==> config.mk <==
export PLATFORM = sky130hd
export DESIGN_NAME = uart_tx_cfg
export DESIGN_NICKNAME = d
export VERILOG_FILES = /design/src/rtl/uart_tx_pkg.sv /design/src/rtl/uart_tx_fifo.sv /design/src/rtl/uart_tx_cfg.sv
export SDC_FILE = /design/constraint.sdc
export NUM_CORES = 1
export LEC_CHECK = 0
export ABC_AREA = 1
export CAP_MARGIN = 20
export CORE_AREA = 2 2 149 151
export CTS_BUF_LIST = sky130_fd_sc_hd__clkbuf_2
export DETAILED_ROUTE_END_ITERATION = 10
export DIE_AREA = 0 0 151 153
export PLACE_DENSITY = 0.7
export SYNTH_ARGS = -nofsm -noshare
export SYNTH_HDL_FRONTEND = slang
export SYNTH_SLANG_ARGS = --single-unit
==> constraint.sdc <==
create_clock -name clk_i -period 3.4 [get_ports clk_i]
set_input_delay 0.68 -clock clk_i [delete_from_list [all_inputs] [get_ports clk_i]]
set_output_delay 0.68 -clock clk_i [all_outputs]
set_load 0.02 [all_outputs]
==> src/rtl/uart_tx_pkg.sv <==
// Shared types and constants for the configurable UART transmitter.
// Imported by the FIFO and the serializer top.
package uart_tx_pkg;

    localparam int MAX_FRAME_BITS = 12;

    typedef enum logic [1:0] {
        PAR_NONE = 2'd0,
        PAR_EVEN = 2'd1,
        PAR_ODD  = 2'd2,
        PAR_RSVD = 2'd3
    } parity_e;

    typedef enum logic [2:0] {
        ST_IDLE   = 3'd0,
        ST_START  = 3'd1,
        ST_DATA   = 3'd2,
        ST_PARITY = 3'd3,
        ST_STOP   = 3'd4
    } tx_state_e;

    function automatic logic par_enabled(parity_e p);
        return (p == PAR_EVEN) || (p == PAR_ODD);
    endfunction

endpackage

==> src/rtl/uart_tx_fifo.sv <==
// Synchronous first-word-fall-through FIFO feeding the serializer.
// Reports occupancy and flags a dropped push one cycle later.
module uart_tx_fifo #(
    parameter int DATA_W = 8,
    parameter int DEPTH  = 16
) (
    input  logic                       clk_i,
    input  logic                       arst_i,
    input  logic                       wr_en_i,
    input  logic [DATA_W-1:0]          wr_data_i,
    input  logic                       rd_en_i,
    output logic [DATA_W-1:0]          rd_data_o,
    output logic                       full_o,
    output logic                       empty_o,
    output logic [$clog2(DEPTH):0]     level_o,
    output logic                       ovf_o
);

    localparam int AW    = $clog2(DEPTH);
    localparam int LVL_W = AW + 1;

    logic [DATA_W-1:0] mem [DEPTH];
    logic [AW-1:0]     wr_ptr_q;
    logic [AW-1:0]     rd_ptr_q;
    logic [LVL_W-1:0]  level_q;
    logic              ovf_q;
    logic              push;
    logic              pop;

    assign full_o    = (level_q == LVL_W'(DEPTH));
    assign empty_o   = (level_q == '0);
    assign level_o   = level_q;
    assign ovf_o     = ovf_q;
    assign rd_data_o = mem[rd_ptr_q];

    // Full blocks a push even when a pop frees a slot this cycle.
    assign push = wr_en_i & ~full_o;
    assign pop  = rd_en_i & ~empty_o;

    always_ff @(posedge clk_i or posedge arst_i) begin
        if (arst_i) begin
            wr_ptr_q <= '0;
            rd_ptr_q <= '0;
            level_q  <= '0;
            ovf_q    <= 1'b0;
        end else begin
            ovf_q <= wr_en_i & full_o;
            if (push)
                wr_ptr_q <= wr_ptr_q + AW'(1);
            if (pop)
                rd_ptr_q <= rd_ptr_q + AW'(1);
            case ({push, pop})
                2'b10:   level_q <= level_q + LVL_W'(1);
                2'b01:   level_q <= level_q - LVL_W'(1);
                default: level_q <= level_q;
            endcase
        end
    end

    always_ff @(posedge clk_i) begin
        if (push)
            mem[wr_ptr_q] <= wr_data_i;
    end

endmodule

==> src/rtl/uart_tx_cfg.sv <==
// Runtime-configurable UART transmitter: FIFO, baud counter, frame FSM.
// Line settings are captured per frame when a word is popped.
module uart_tx_cfg
    import uart_tx_pkg::*;
#(
    parameter int DATA_W = 8,
    parameter int DEPTH  = 16,
    parameter int DIV_W  = 16
) (
    input  logic                       clk_i,
    input  logic                       arst_i,
    input  logic [DIV_W-1:0]           divider_i,
    input  logic [1:0]                 parity_i,
    input  logic                       stop2_i,
    input  logic                       wr_req_i,
    input  logic [DATA_W-1:0]          wr_data_i,
    output logic                       wr_ack_o,
    output logic                       full_o,
    output logic                       empty_o,
    output logic [$clog2(DEPTH):0]     level_o,
    output logic                       ovf_o,
    output logic                       busy_o,
    output logic                       tx_o
);

    localparam int BC_W = $clog2(DATA_W) + 1;

    tx_state_e         state_q, state_d;
    logic [DATA_W-1:0] fifo_data;
    logic              load;
    logic [DIV_W-1:0]  div_eff;
    logic [DIV_W-1:0]  div_q;
    logic [DIV_W-1:0]  cnt_q;
    parity_e           par_q;
    logic              stop2_q;
    logic              stop_idx_q;
    logic [DATA_W-1:0] shreg_q;
    logic [BC_W-1:0]   bit_cnt_q;
    logic              par_bit_q;
    logic              tx_q, tx_d;
    logic              bit_end;
    logic              last_data;
    logic              last_stop;

    uart_tx_fifo #(
        .DATA_W (DATA_W),
        .DEPTH  (DEPTH)
    ) u_fifo (
        .clk_i     (clk_i),
        .arst_i    (arst_i),
        .wr_en_i   (wr_req_i),
        .wr_data_i (wr_data_i),
        .rd_en_i   (load),
        .rd_data_o (fifo_data),
        .full_o    (full_o),
        .empty_o   (empty_o),
        .level_o   (level_o),
        .ovf_o     (ovf_o)
    );

    assign wr_ack_o  = wr_req_i & ~full_o;
    assign div_eff   = (divider_i == '0) ? DIV_W'(1) : divider_i;
    assign bit_end   = (cnt_q == '0);
    assign last_data = (bit_cnt_q == BC_W'(DATA_W - 1));
    assign last_stop = stop2_q ? stop_idx_q : 1'b1;

    // A pop from STOP chains straight into the next start bit.
    assign load = ~empty_o &
                  ((state_q == ST_IDLE) |
                   ((state_q == ST_STOP) & bit_end & last_stop));

    always_ff @(posedge clk_i or posedge arst_i) begin
        if (arst_i)
            state_q <= ST_IDLE;
        else
            state_q <= state_d;
    end

    always_comb begin
        state_d = state_q;
        case (state_q)
            ST_IDLE:
                if (!empty_o)
                    state_d = ST_START;
            ST_START:
                if (bit_end)
                    state_d = ST_DATA;
            ST_DATA:
                if (bit_end && last_data)
                    state_d = par_enabled(par_q) ? ST_PARITY : ST_STOP;
            ST_PARITY:
                if (bit_end)
                    state_d = ST_STOP;
            ST_STOP:
                if (bit_end && last_stop)
                    state_d = empty_o ? ST_IDLE : ST_START;
            default:
                state_d = ST_IDLE;
        endcase
    end

    always_comb begin
        tx_d   = 1'b1;
        busy_o = (state_q != ST_IDLE);
        case (state_q)
            ST_START:  tx_d = 1'b0;
            ST_DATA:   tx_d = shreg_q[0];
            ST_PARITY: tx_d = par_bit_q;
            default:   tx_d = 1'b1;
        endcase
    end

    always_ff @(posedge clk_i or posedge arst_i) begin
        if (arst_i) begin
            cnt_q      <= '0;
            div_q      <= DIV_W'(1);
            par_q      <= PAR_NONE;
            stop2_q    <= 1'b0;
            stop_idx_q <= 1'b0;
            shreg_q    <= '0;
            bit_cnt_q  <= '0;
            par_bit_q  <= 1'b0;
            tx_q       <= 1'b1;
        end else begin
            tx_q <= tx_d;
            if (load) begin
                shreg_q    <= fifo_data;
                div_q      <= div_eff;
                cnt_q      <= div_eff - DIV_W'(1);
                par_q      <= parity_e'(parity_i);
                stop2_q    <= stop2_i;
                stop_idx_q <= 1'b0;
                bit_cnt_q  <= '0;
                par_bit_q  <= (^fifo_data) ^
                              (parity_e'(parity_i) == PAR_ODD);
            end else if (state_q != ST_IDLE) begin
                if (bit_end) begin
                    cnt_q <= div_q - DIV_W'(1);
                    if (state_q == ST_DATA) begin
                        shreg_q   <= {1'b0, shreg_q[DATA_W-1:1]};
                        bit_cnt_q <= bit_cnt_q + BC_W'(1);
                    end
                    if (state_q == ST_STOP)
                        stop_idx_q <= 1'b1;
                end else begin
                    cnt_q <= cnt_q - DIV_W'(1);
                end
            end
        end
    end

    assign tx_o = tx_q;

endmodule

-- After elaboration in Yosys (flattened, before gate mapping)
Memories as Yosys holds them, arrays and structs flattened.
Cells that the tools add are included.
- bitwise logic cells: 10
- equality and inequality tests: 16
- $add $sub $neg: 8
- muxes and demuxes: 29
- shift-type cells: 0
- multipliers: 0
- reductions and logical operators: 17
- magnitude comparators: 0
- divide/modulo/power cells: 0
- operators with widths (kind ; count):
    $mux 16 ; 4
    $sub 16x1->16 const B ; 3
    $logic_not 16->1 ; 2
    $mux 8 ; 4
    $mux 3 ; 6
    $mux 4 ; 4
    $pmux 3 s5 ; 1
    $add 4x1->4 const B ; 3
    $ne 2x2->1 const B ; 5
    $pmux 5 s2 ; 1
    $reduce_bool 2->1 ; 5
    $mux 1 ; 8
    $reduce_xor 8->1 ; 1
    $and 1x1->1 ; 6
    $eq 2x2->1 const B ; 3
    $eq 3x2->1 const B ; 2
    $reduce_and 3->1 ; 2
    $add 5x1->5 const B ; 1
    $eq 5x5->1 const B ; 1
    $logic_not 5->1 ; 1
    $reduce_and 5->1 ; 1
    $sub 5x1->5 const B ; 1
    $eq 2x1->1 const B ; 2
    $eq 4x3->1 const B ; 1
    10 further kinds ; 12
- bits of input ports: 30
- bits in read-only memories: 0
- memory bits (writable): 128
- word-level logic and storage cells: 95
- flip-flop bits (word level): 67
- bits in latches: 0
- memories: 1
- output and inout port bits: 11
- memory list (memory ; depth ; bits a word ; read ports ; clocked after memory_dff ; wr ports ; RTL line ; source):
    u_fifo.mem ; 16 ; 8 ; 1 ; 0 ; 1 ; uart_tx_fifo.sv:22 ; logic [DATA_W-1:0] mem [DEPTH];

-- Logic depth before layout (Yosys ltp)
- depth after elaboration: 8
- depth in mapped cells: 19
- gate-level depth less buffers: 19

-- By module
Synthesis repeated with hierarchy kept, for this count alone.
- cells, all modules: 1066
- area, all modules: 9465.3 um^2
- by module, submodules not included (module ; cells an instance ; area an instance (um^2) ; times used):
    uart_tx_fifo ; 626 ; 6271.0 ; 1
    uart_tx_cfg ; 440 ; 3194.3 ; 1

-- Worst setup path before layout
No wires, ideal clock.
- path type: reg2reg
- start: reg u_fifo.level_q[0], in the netlist u_fifo.level_o[0]
- end: reg u_fifo.level_q[4], in the netlist u_fifo.level_o[4]
- library setup time: 80 ps
- cell stages (with the launch flop): 20
- arrival time: 2763 ps
- buffers on the path: 2
- path slack: 557 ps
- path through: dfrtp_1 inv_2 nand3_1 inv_1 nand2_1 nand2_1 inv_2 nand2_4 buf_6 clkinv_1 clkbuf_1 ha_1 inv_1 fa_1 nor2_1 a211oi_1 nand2_1 nand2_1 nor2_1 xor2_1
- word-level cells in the longest chain between the ends: 6
- RTL lines (item ; RTL line ; source):
    start: declaration ; uart_tx_fifo.sv:25 ; logic [LVL_W-1:0] level_q;
    start signal: assignment ; uart_tx_fifo.sv:53 ; 2'b10: level_q <= level_q + LVL_W'(1);
    start signal: assignment ; uart_tx_fifo.sv:54 ; 2'b01: level_q <= level_q - LVL_W'(1);
    start signal: assignment ; uart_tx_fifo.sv:55 ; default: level_q <= level_q;
    $logic_not 5->1 * ; uart_tx_fifo.sv:31 ; assign empty_o = (level_q == '0);
    $not 1->1 * ; uart_tx_fifo.sv:38, uart_tx_cfg.sv:68 ;
    $and 1x1->1 ; uart_tx_cfg.sv:68 ; assign load = ~empty_o &
    $and 1x1->1 * ; uart_tx_fifo.sv:38 ; assign pop = rd_en_i & ~empty_o;
    net u_fifo.pop ; uart_tx_fifo.sv:28 ; logic pop;
    $eq 2x1->1 / $eq 2x2->1 (equally long branches) ; uart_tx_fifo.sv:52 ; case ({push, pop})
    $pmux 5 s2 / $reduce_bool 2->1 (equally long branches) ; -- ;
Mark *: on every way through the listed nets, which the timed path passes. The rest lies on a longest branch.
A chain may end at the register's enable or synchronous reset.

-- Worst setup path after layout
- start: reg u_fifo.level_q[1], in the netlist u_fifo.level_o[1]
- end: out wr_ack_o
- word-level cells in the longest chain between the ends: 3
- RTL lines (item ; RTL line ; source):
    $eq 5x5->1 ; uart_tx_fifo.sv:30 ; assign full_o = (level_q == LVL_W'(DEPTH));
    $not 1->1 ; uart_tx_cfg.sv:61 ; assign wr_ack_o = wr_req_i & ~full_o;
    $and 1x1->1 ; uart_tx_cfg.sv:61 ;
    end: declaration ; uart_tx_cfg.sv:17 ; output logic wr_ack_o,
Every way passes these cells.

==> flow_metrics.tcl <==
set metrics [dict create \
    status "complete, no violations" \
    critical_path_required_ns 2.72 \
    clockBufferDepth 2 \
    postSynthAreaPerCell_um2 8.859 \
    stdcell_count 1390 \
    use_met2 0.2994 \
    whs_ns 0.1743 \
    rr_worst_depth 17 \
    swShare 0.4531 \
    ys_top_cells_by_area "edfxtp_1 41%, dfrtp_1 17%, nand2_1 15%" \
    grt_busiest_layer "met2" \
    p_clk_frac 0.136 \
    portBuffers 40 \
    grt_pass1_wl_um 32150 \
    hold_viol_final 0 \
    grt_pass1_vias 6391 \
    cts_max_level 4 \
    grt_overflow_total 0 \
    clock-sinks 195 \
    synth.top_cell.area_share 0.4124 \
    placedCellCount 1358 \
    slew_headroom 0.4748 \
    comb_power_share 0.479 \
    maxCapViolCount 0 \
    switchingPower_uw 3947 \
    dp_hpwl_um 13040 \
    synthToLayoutAreaGrowth_pct 11.04 \
    end_kind "output pin" \
    placement_rows 54 \
    yosysUniqueCellTypes 36 \
    synth-seq-cells 195 \
    post_cts_buffers 0 \
    synthTopCellsByCount "364 x nand2_1, 128 x edfxtp_1, 113 x inv_1, 107 x nand3_1, 94 x nor2_1" \
    grt_start_max_net_pins 75 \
    total_power_uw 8711 \
    drive_gt1_frac 0.07124 \
    wl_um 20020 \
    fin_area_mm2 0.01035 \
    setup_viol 0 \
    tns_ns 0 \
    hold_path.class "in -> async" \
    yosysWarnings 0 \
    synth-simple-area-share 0.2615 \
    period_share 0.8959 \
    synth_area_mm2 0.009320 \
    coreArea_mm2 0.02149 \
    synth_flop_cell "edfxtp_1" \
    die_x_um 151 \
    synth_compound_area_frac 0.04725 \
    critPathKind "reg -> out" \
    cts-root-buf "clkbuf_2" \
    wl_per_cell_um 14.41 \
    crit_fanout 8 \
    antenna_found_initial 1 \
    first_pass_iters 5 \
    vias 6865 \
    synthCells 1052 \
    gp_congestion 0.8320 \
    skew_ns 0.06767 \
    syn_nets 1094 \
    pwr-share-seq 0.384 \
    clock_latency_ns 0.81 \
    post-synth-top-count-cell "nand2_1" \
    critPathArrivalTime_ns 2.37 \
    power.leakage_uw 0.004616 \
    track_usage 0.1788 \
    critPathLaunchType "flop" \
    synth_adder_area_share 0.01692 \
    synth_xor_area_frac 0.01316 \
    synth_top_family_by_area "simple AND/OR/NAND/NOR gates" \
    muxShareOfSynthArea 0 \
    clk_pin_slew_ns 0.29 \
    tightest_slew_ns 0.7849 \
    ir_drop_v 0.0003382 \
    placed_area_mm2 0.01008 \
    fill_cells 2072 \
    grt_util_met3 0.03194 \
    drv_slew 0 \
    drc 0 \
    io_pins 41 \
    fp.dieArea_mm2 0.02310 \
    synth_edf_count 128 \
    cts_inserted_buffers 17 \
    final_nets 1139 \
    power.internal_uw 4764 \
    async_flop_share 0.3436 \
    ant_nets 0 \
    grtUsageMet1 0.2380 \
    rsz0062_at_grt "no" \
    period_needed_ns 3.046 \
    ys_seq_area_frac 0.5926 \
    avgViaCountPerCell 4.939 \
    synth.largest_area_cell "edfxtp_1" \
    start_util 0.4338 \
    clock.fmax_mhz 328.3 \
    p_per_area_mw_per_mm2 841.8 \
    die_y_um 153 \
    cts_hold_buffers 0 \
    cts_tree "built" \
    drt_first_iter_violations 497 \
]
[path summary, 6_finish.rpt]
path	from	to	slack [ns]
min in group clk_i	stop2_i	stop2_q	0.38
worst min register to register	div_q[4]	div_q[4]	0.51
worst max register to register	u_fifo.level_o[0]	u_fifo.level_o[4]	0.44
worst min-delay path	arst_i	cnt_q[0]	0.17
max in group asynchronous	arst_i	shreg_q[7]	2.48
worst max-delay path	u_fifo.level_o[1]	wr_ack_o	0.35
[repair_timing]
item                                    4_1_cts  5_1_grt
gates resized for setup                       1        1
hold endpoints to repair                      0        0
gates cloned                                  0        0
endpoints found under the setup margin        1        1
[cell type report]
type	count	area (um2)	area share
well taps	280	350.3	0.03385
clock buffers	17	85.08	0.008221
inverters	121	454.2	0.04389
diodes	1	2.502	0.0002418
multi-input cells	699	3158	0.3052
flip-flops and latches	195	5524	0.5338
repair buffers	63	596.8	0.05767
clock inverters	14	177.7	0.01717
[routing by layer]
metal / share of wire / vias to the layer above
li1: - / 3471
met3: 0.052 / 32
met1: 0.45 / 3173
met5: 0 / -
met2: 0.48 / 189
met4: 0.022 / 0
[critical path, cell delays in order (launching register included)]
cell,delay [ns]
dfrtp_1,0.48
nor2_1,0.13
nand3_1,0.10
nor2_1,0.15
inv_1,0.07
nand2_1,0.20
inv_2,0.12
dlygate4sd2_1,0.35
[power groups by stage]
stage / sequential (uW) / combinational, uW / clock [uW]
after global placement: 3390 / 4100 / 0
after detailed placement: 3400 / 4170 / 0
after global routing: 3410 / 4780 / 1300
final: 3350 / 4170 / 1190
after floorplan: 3370 / 3090 / 0
after CTS: 3340 / 4190 / 1220
[cells in the final DEF, fill, tap and decap left out, types with 3 or more instances in the layout]
master,count
clkinv_1,5
inv_2,5
edfxtp_1,128
or2_2,6
ha_1,11
xor2_1,11
clkdlybuf4s50_1,39
a21oi_1,6
buf_4,21
nor2_2,4
clkinv_8,4
clkbuf_2,17
nand2_2,3
nand2_1,364
nor2_1,94
inv_6,3
o211ai_1,5
inv_8,4
nand3_1,107
inv_1,112
dfrtp_1,64
nand4_1,3
nor3_1,4
o21ai_0,60
xnor2_1,3
[registers in the layout, indices dropped and copies added (netlist names), 2 cells and up]
register         flops
bit_cnt_q            4
cnt_q               16
div_q               16
par_q                2
shreg_q              8
state_q              3
u_fifo.level_o       5
u_fifo.mem         128
u_fifo.rd_ptr_q      4
u_fifo.wr_ptr_q      4
[stage by stage]
stage	util	setup slack, ns
5_1_grt	0.4817	0.04774
3_5_place_dp	0.4694	0.3940
2_1_floorplan	-	0.5572
3_3_place_gp	0.4694	0.4531
6_report	0.4817	0.3538
4_1_cts	0.4815	0.09679
[logic make-up after synthesis]
kind of cell | after synthesis
simple gates | 591
flops | 195
buf+inv | 158
compound gates | 82
xor+xnor | 14
fa+ha+maj | 12
Note: power is estimated with default switching activity, not from simulation.
